==> src/rtl/bnn_layer_sched.sv <==
// Layer sequencer for the keyword/VAD BNN: gathers MFCC frames, walks conv1..fc2
// through the datapath, turns the final scores into a speech decision and tracks sustained speech.
module bnn_layer_sched #(
  parameter int N_FRAMES = 8,
  parameter int TIMEOUT  = 1023,
  parameter int HOLD     = 3
) (
  input  logic       clk,
  input  logic       rst,
  input  logic       mfcc_wr_en,
  input  logic       frame_valid,
  output logic       layer_start,
  output logic [2:0] layer_sel,
  input  logic       layer_done,
  input  logic [7:0] score0,
  input  logic [7:0] score1,
  output logic       busy,
  output logic [1:0] result,
  output logic       result_valid,
  output logic       vad_duration,
  output logic       timeout_err,
  output logic       overrun_err,
  input  logic       err_clr
);

  typedef enum logic [2:0] {IDLE, COLLECT, START, WAIT, DECIDE} state_t;

  localparam logic [7:0]  FRAME_LAST   = 8'(N_FRAMES - 1);
  localparam logic [15:0] TIMEOUT_LAST = 16'(TIMEOUT - 1);
  localparam logic [3:0]  HOLD_CNT     = 4'(HOLD);
  localparam logic [2:0]  LAST_LAYER   = 3'd4;

  state_t            state;
  logic [7:0]        frame_cnt;
  logic [15:0]       tmo_cnt;
  logic [3:0]        speech_cnt;
  logic signed [7:0] score0_p0;
  logic signed [7:0] score1_p0;
  logic [1:0]        decision;

  function automatic logic [1:0] decide(input logic signed [7:0] s0,
                                        input logic signed [7:0] s1);
    if (s1 > s0)      return 2'b01;
    else if (s0 > s1) return 2'b10;
    else              return 2'b00;
  endfunction

  function automatic logic [3:0] sat_inc4(input logic [3:0] v);
    return (v == 4'hF) ? v : v + 4'd1;
  endfunction

  assign busy     = (state != IDLE);
  assign decision = decide(score0_p0, score1_p0);

  // Stage p0: fc2 scores captured on the final layer_done (data path, no reset)
  always_ff @(posedge clk) begin
    if (state == WAIT && layer_done && layer_sel == LAST_LAYER) begin
      score0_p0 <= signed'(score0);
      score1_p0 <= signed'(score1);
    end
  end

  always_ff @(posedge clk or posedge rst) begin
    if (rst) begin
      state        <= IDLE;
      frame_cnt    <= 8'd0;
      tmo_cnt      <= 16'd0;
      speech_cnt   <= 4'd0;
      layer_sel    <= 3'd0;
      layer_start  <= 1'b0;
      result       <= 2'b00;
      result_valid <= 1'b0;
      vad_duration <= 1'b0;
      timeout_err  <= 1'b0;
      overrun_err  <= 1'b0;
    end else begin
      layer_start  <= 1'b0;
      result_valid <= 1'b0;
      vad_duration <= (speech_cnt >= HOLD_CNT);

      // Later assignments win, so a same-cycle error event beats err_clr.
      if (err_clr) begin
        timeout_err <= 1'b0;
        overrun_err <= 1'b0;
      end
      if (frame_valid && (state == START || state == WAIT || state == DECIDE))
        overrun_err <= 1'b1;

      case (state)
        IDLE: begin
          if (mfcc_wr_en) begin
            state     <= COLLECT;
            frame_cnt <= 8'd0;
          end
        end
        COLLECT: begin
          if (!mfcc_wr_en) begin
            state <= IDLE;
          end else if (frame_valid) begin
            frame_cnt <= frame_cnt + 8'd1;
            if (frame_cnt == FRAME_LAST) begin
              state       <= START;
              layer_sel   <= 3'd0;
              layer_start <= 1'b1;
            end
          end
        end
        START: begin
          state   <= WAIT;
          tmo_cnt <= 16'd0;
        end
        WAIT: begin
          if (layer_done) begin
            if (layer_sel == LAST_LAYER) begin
              state <= DECIDE;
            end else begin
              layer_sel   <= layer_sel + 3'd1;
              layer_start <= 1'b1;
              state       <= START;
            end
          end else if (tmo_cnt == TIMEOUT_LAST) begin
            timeout_err <= 1'b1;
            layer_sel   <= 3'd0;
            state       <= IDLE;
          end else begin
            tmo_cnt <= tmo_cnt + 16'd1;
          end
        end
        DECIDE: begin
          result       <= decision;
          result_valid <= 1'b1;
          speech_cnt   <= (decision == 2'b01) ? sat_inc4(speech_cnt) : 4'd0;
          layer_sel    <= 3'd0;
          frame_cnt    <= 8'd0;
          state        <= mfcc_wr_en ? COLLECT : IDLE;
        end
        default: state <= IDLE;
      endcase
    end
  end

endmodule

==> config.mk <==
export PLATFORM = sky130hd
export DESIGN_NAME = bnn_layer_sched
export DESIGN_NICKNAME = d
export VERILOG_FILES = /design/src/rtl/bnn_layer_sched.sv
export SDC_FILE = /design/constraint.sdc
export NUM_CORES = 1
export LEC_CHECK = 0
export CAP_MARGIN = 20
export CELL_PAD_IN_SITES_DETAIL_PLACEMENT = 0
export CELL_PAD_IN_SITES_GLOBAL_PLACEMENT = 1
export CORE_ASPECT_RATIO = 2
export CORE_MARGIN = 3
export CORE_UTILIZATION = 43
export CTS_CLUSTER_DIAMETER = 100
export DETAILED_ROUTE_END_ITERATION = 8
export PLACE_DENSITY = 0.89
export RECOVER_POWER = 25
export SYNTH_ARGS = -nofsm -noshare
export SYNTH_HDL_FRONTEND = slang
export SYNTH_SLANG_ARGS = --single-unit
==> constraint.sdc <==
create_clock -name clk -period 2.5 [get_ports clk]
set_input_delay 0.5 -clock clk [delete_from_list [all_inputs] [get_ports clk]]
set_output_delay 0.5 -clock clk [all_outputs]
set_load 0.1 [all_outputs]
Yosys cells after proc, flatten, opt, wreduce, memory -nomap -nowiden
Cells that the tools add are included.
W data, S select, Z words.

storage, ports and cells
  register bits after elaboration = 57
  output and inout bits = 11

operators by class
  reductions and logical operators = 16
  order comparisons = 3
  $add $sub $neg = 4
  mux-type cells = 39
  eq/ne operators = 20

operators with widths
  cell                     count
  $mux W3                  12
  $mux W16                 2
  $pmux W16 S2             1
  $mux W8                  3
  $pmux W8 S3              1
  $add A16 B1 Y16 const B  1
  $eq A16 B10 Y1 const B   1
  $gt A8 B8 Y1             2
  $pmux W3 S5              1
  $ne A2 B2 Y1 const B     7
  $mux W1                  13
  $ne A3 B3 Y1 const B     3
  $pmux W3 S3              1
  $reduce_bool A3 Y1       3
  $add A8 B1 Y8 const B    1
  $eq A8 B3 Y1 const B     1
  $mux W4                  2
  $reduce_and A4 Y1        2
  $eq A3 B2 Y1 const B     2
  $eq A3 B3 Y1 const B     2
  $reduce_and A6 Y1        1
  $add A4 B1 Y4 const B    1
  $eq A4 B4 Y1 const B     1
  $ge A4 B2 Y1 const B     1
  12 further kinds         17

Logic depth before layout (Yosys ltp)
  word-level depth = 6
  depth in mapped cells = 8
  depth with buffers taken out = 7

Worst setup path before layout
OpenSTA, ideal clock, no wires.

  kind = reg-to-reg
  start = register layer_sel[0]
  end = register layer_sel[2]
  cell stages (with the launch flop) = 7
  required time = 2,376 ps
  arrival time = 2,476 ps
  period minus slack after synthesis = 2,600 ps
  buffers on the path = 0
  path slack = -100 ps
  cell sequence = dfrtp_1 inv_1 ha_1 nand2_1 nor2_1 or4_4 a211o_1

between the ends
  longest elaborated chain between the ends = 4

ends and longest elaborated chain
  item                      line  RTL
  start: declaration        13    output logic [2:0] layer_sel,
  start signal: assignment  117   layer_sel <= layer_sel + 3'd1;
  $add A3 B1 Y3             117
  $mux W3                   114   if (layer_sel == LAST_LAYER) begin
  $mux W3                   113   if (layer_done) begin
  $pmux W3 S3               89    case (state)

Several ways; a longest one is shown, not always the timed one. The select of a mux whose other input is x is not followed.
A chain may end at the register's enable or synchronous reset.

Worst setup path after layout
  start = register tmo_cnt[0]
  end = register layer_sel[2]

between the ends
  longest elaborated chain between the ends = 3

ends and longest elaborated chain
  item                         line  RTL
  start: declaration           35    logic [15:0] tmo_cnt;
  start signal: assignment     126   tmo_cnt <= tmo_cnt + 16'd1;
  $eq A16 B10 Y1               121   end else if (tmo_cnt == TIMEOUT_LAST) begin
  $ne A3 B2 Y1 (no line)       -
  $reduce_and A6 Y1 (no line)  -

No other way between the ends.

==> results list <==
* Status: completed
- Post-Synthesis Net Count: 316
- Most area-hungry cell type in the Yosys netlist: sky130_fd_sc_hd__dfrtp_1
* Layout area overhead: 25.01%
- Number of enable flip-flop cells after synthesis: 16
* Part of the total power dissipated in sequential elements: 36.7%
- Antenna violations before repair: 0
- Global routing consumed, over all layers together, 17.72% of the routing resources.
- Data on the critical path arrives at its endpoint at 2.34 ns.
- Once the clock tree was built, the setup fixing pass inserted 0 buffers.
* Part of the cycle the worst path needs: 85.27%
- Final estimated routing congestion in global placement: 0.8319
- Quantity of gates resized following cts: 0
- The min-delay analysis places its worst path in the category flip-flop to flip-flop.
- CP Cell Sequence: inv_1, ha_1, nor4b_1, and3_1, a21oi_2, or4_4, a211o_1
* Fraction of the yosys area taken by sequential cells: 52.92%
- Delay contributed by the slowest stage of the critical path: 0.57 ns
- Subtracting the final worst setup slack from the clock period gives 2.132 ns.
- Cells taking the most area after synthesis: sky130_fd_sc_hd__dfrtp_1 (36%), sky130_fd_sc_hd__edfxtp_1 (17%), sky130_fd_sc_hd__ha_1 (6.2%)
- The analysis attributes to cell leakage a power of 1.580 nW.
* Clock input transition at the sequential cells of the worst setup and hold paths: 0.05 ns
- Critical Path RT: 2.71 ns
- For this design, the sink count on the clock tree is 57.
* Summed negative setup slack over all endpoints: 0 ns
- Detail Route Antenna Nets: 0
- The worst-case IR drop observed on VDD is 0.5844 mV.
- Total Die Area: 7691 um^2
- The count of final max-slew check failures is 0.
- Global-route wire length before repair: 10350 um
- Max Cap Viol: 0
- Post-Synth Adder-Cell Area: 6.154%
- Number of setup violations in the final report: 0
- In the final layout, the share of cells above drive strength 1 is 12.08%.
- In the post-synthesis netlist, the cell with the most instances is sky130_fd_sc_hd__dfrtp_1.
- Switching part of the total: 34.88%
- Detailed placement finished with a half-perimeter wire length of 4541 um.
- Top-level I/O count: 33
* Critical path's slowest cell: sky130_fd_sc_hd__or4_4
* TritonCTS clock tree: done
* Port-buffer cells: 32
* Relative contribution of the clock network to total power: 34.0%
- Part of the power in combinational logic: 29.3%
- Uppermost routed layer: met4
- Remaining design rule violation count: 0
- Clock tree synthesis selected as its root buffer the cell sky130_fd_sc_hd__clkbuf_16.
- Most used flip-flop cell after synthesis: sky130_fd_sc_hd__dfrtp_1
- For this design the ratio of total power to cell area is 875.1 nW/um^2.
* Inserted Diodes: 0
- Critical Path Start Type: flip-flop
- Derived from the worst setup path, the maximum achievable clock frequency is 469.1 MHz.
- First-pass DRT Iterations: 4
* Largest family of logic cells by synthesized area: simple AND/OR/NAND/NOR gates
- Post-synthesis share of cell area spent on and, or, nand and nor gates: 19.30%
- The detailed router placed 2236 vias in this run.
- The share of synthesized area in the top cell type comes to 36.04%.
* Unrepaired setup endpoints after global routing: false
* Number of buffers added by the clock tree synthesis step: 9
- Met2 WL post-DR: 3414 um
* Final global-route overflow total: 0
- Compound-gate portion of the synthesized area: 12.31%
- In this run the standard cell core region covers 6361 um^2.
- Insertion delay to the later sink of the worst-skew pair: 0.33 ns
* Mapped cell area: 2846 um^2
* Xor and xnor fraction of the mapped netlist area: 4.308%
- No sink is reached through more buffers than the 2 on the longest clock path.
* Number of cells on the worst reg-to-reg path: 7
- Switching power: 1.086 mW
- YS warnings: 0
* Wirelength per Cell: 14.67 um
- Summed over all nets, wire length on met3 after detailed routing comes to 248 um.
- Floorplan die width: 63.53 um
- The via count of the first global-routing pass is 2239.
- The final hold violation count was 0.
* Slew HR: 30.77%
* Flop and latch count out of synthesis: 57
* Largest net degree at the start of global routing: 42
- Cell count after placement: 401
* Measured slew at the worst slew-check pin: 1.038 ns
- Hold Path Stages: 2
- Using the TritonRoute via totals, the vias-per-cell ratio works out to 5.362.
- Async SR Flop Fraction: 71.93%
* Initial cell density of the core: 44.75%
* Core Rows: 41
* Number of standard cells after synthesis: 280
- Final wirelength: 6118 um
- WS Path Type: flip-flop to flip-flop
* Routed metal-1 wire length: 2298 um
- Power Internal: 2.028 mW
- Excluding fillers, the count of instances in the completed layout stands at 417.
- Commonest cells post-synth: sky130_fd_sc_hd__dfrtp_1 (41), sky130_fd_sc_hd__nor2_1 (34), sky130_fd_sc_hd__nand2_1 (26), sky130_fd_sc_hd__inv_1 (19), sky130_fd_sc_hd__edfxtp_1 (16)
- Critical path endpoint category: flip-flop
* Clock Skew: 0.006628 ns
* Die extent in y: 121.1 um
- At the end of the flow, the number of nets in the layout was 362.
- The first routing iteration left 105 violations.
- The number of different library cells used by synthesis comes to 44.
- Syn_area_per_cell: 10.17 um^2
- Maximum fanout count along the critical path: 5
- Multiplexer share of the synthesized area: 1.143%
* Max H-tree Level: 3
- For this design, the CTS-stage hold fixing added 0 buffers.
metrics by stage:
step                instance area [um^2]  hold WS, ns  util [%]  setup WS, ns  power [mW]
CTS                                 3561       0.4821     55.98        0.3529       3.147
finish                              3558       0.4785     55.94        0.3681       3.114
detailed placement                  3302       0.4693     51.91        0.1310       2.078
global route                        3558       0.5077     55.94        0.1411       3.277
global placement                    3302       0.4689     51.91        0.1777       2.060
floorplan                           2849       0.4509         -       0.05031       1.792
power groups by stage:
stage	clock network [mW]	logic, mW	registers (mW)
final	1.06	0.911	1.14
after floorplan	0	0.476	1.32
after global routing	1.13	0.991	1.16
after global placement	0	0.905	1.16
after detailed placement	0	0.919	1.16
after CTS	1.08	0.922	1.14
cell type report:
class | instances | area, um^2
clock buffer | 12 | 236.5
sequential | 57 | 1509
clock inverter | 4 | 22.52
multi-input combinational | 196 | 1230
timing repair buffer | 42 | 377.9
fill | 588 | 2803
inverter | 20 | 75.07
tap | 86 | 107.6
layer usage:
| layer | GRT usage [%] | vias up |
|---|---|---|
| li1 | - | 1095 |
| met2 | 32.81 | 60 |
| met1 | 17.05 | 1072 |
| met5 | 0 | - |
| met4 | 9.608 | 0 |
| met3 | 5.190 | 9 |
cells by family after synthesis:
kind of cell | after synthesis
flops | 57
xor+xnor | 14
compound gates | 53
mux | 3
fa+ha+maj | 14
buf+inv | 27
simple gates | 112
worst paths after layout:
path	from	to	slack, ns
worst max-delay path	tmo_cnt[0]	layer_sel[2]	0.37
worst min-delay path	result[0]	result[0]	0.48
worst max register to register	tmo_cnt[0]	layer_sel[2]	0.37
max in group asynchronous	rst	layer_sel[1]	0.83
worst min register to register	result[0]	result[0]	0.48
min in group asynchronous	rst	speech_cnt[1]	0.96
worst max-delay path: cells and delay by family (launching register included):
kind	cells	cell delay (ns)
flip-flops	1	0.41
buffers and inverters	1	0.07
AO/OA/AOI/OAI	2	0.39
AND/OR/NAND/NOR	3	1.00
adder cells (fa/ha/maj)	1	0.15
flip-flops by register name (all words and copies together) (netlist names):
register / cells
speech_cnt: 4
result_valid: 1
layer_start: 1
result: 2
overrun_err: 1
tmo_cnt: 16
score0_p0: 8
frame_cnt: 8
state: 3
score1_p0: 8
timeout_err: 1
layer_sel: 3
vad_duration: 1
placed cells by master (no fill, tap or decap), types with 4 or more instances in the layout:
| cell type | netlist | final |
|---|---|---|
| sky130_fd_sc_hd__nand2b_1 | 5 | 5 |
| sky130_fd_sc_hd__nor2_1 | 34 | 34 |
| sky130_fd_sc_hd__clkbuf_16 | 0 | 9 |
| sky130_fd_sc_hd__and3_1 | 7 | 7 |
| sky130_fd_sc_hd__nand3_1 | 10 | 10 |
| sky130_fd_sc_hd__dlygate4sd3_1 | 0 | 17 |
| sky130_fd_sc_hd__inv_1 | 19 | 19 |
| sky130_fd_sc_hd__clkdlybuf4s50_1 | 0 | 4 |
| sky130_fd_sc_hd__a21oi_1 | 10 | 10 |
| sky130_fd_sc_hd__ha_1 | 14 | 14 |
| sky130_fd_sc_hd__buf_4 | 0 | 19 |
| sky130_fd_sc_hd__dfrtp_1 | 41 | 39 |
| sky130_fd_sc_hd__a311oi_1 | 5 | 5 |
| sky130_fd_sc_hd__a31oi_1 | 6 | 6 |
| sky130_fd_sc_hd__nand4_1 | 10 | 10 |
| sky130_fd_sc_hd__nand2_1 | 26 | 26 |
| sky130_fd_sc_hd__xnor2_1 | 14 | 14 |
| sky130_fd_sc_hd__o21ai_0 | 14 | 14 |
| sky130_fd_sc_hd__edfxtp_1 | 16 | 16 |
| sky130_fd_sc_hd__nor3_1 | 4 | 4 |
(Power assumes the default switching activity.)
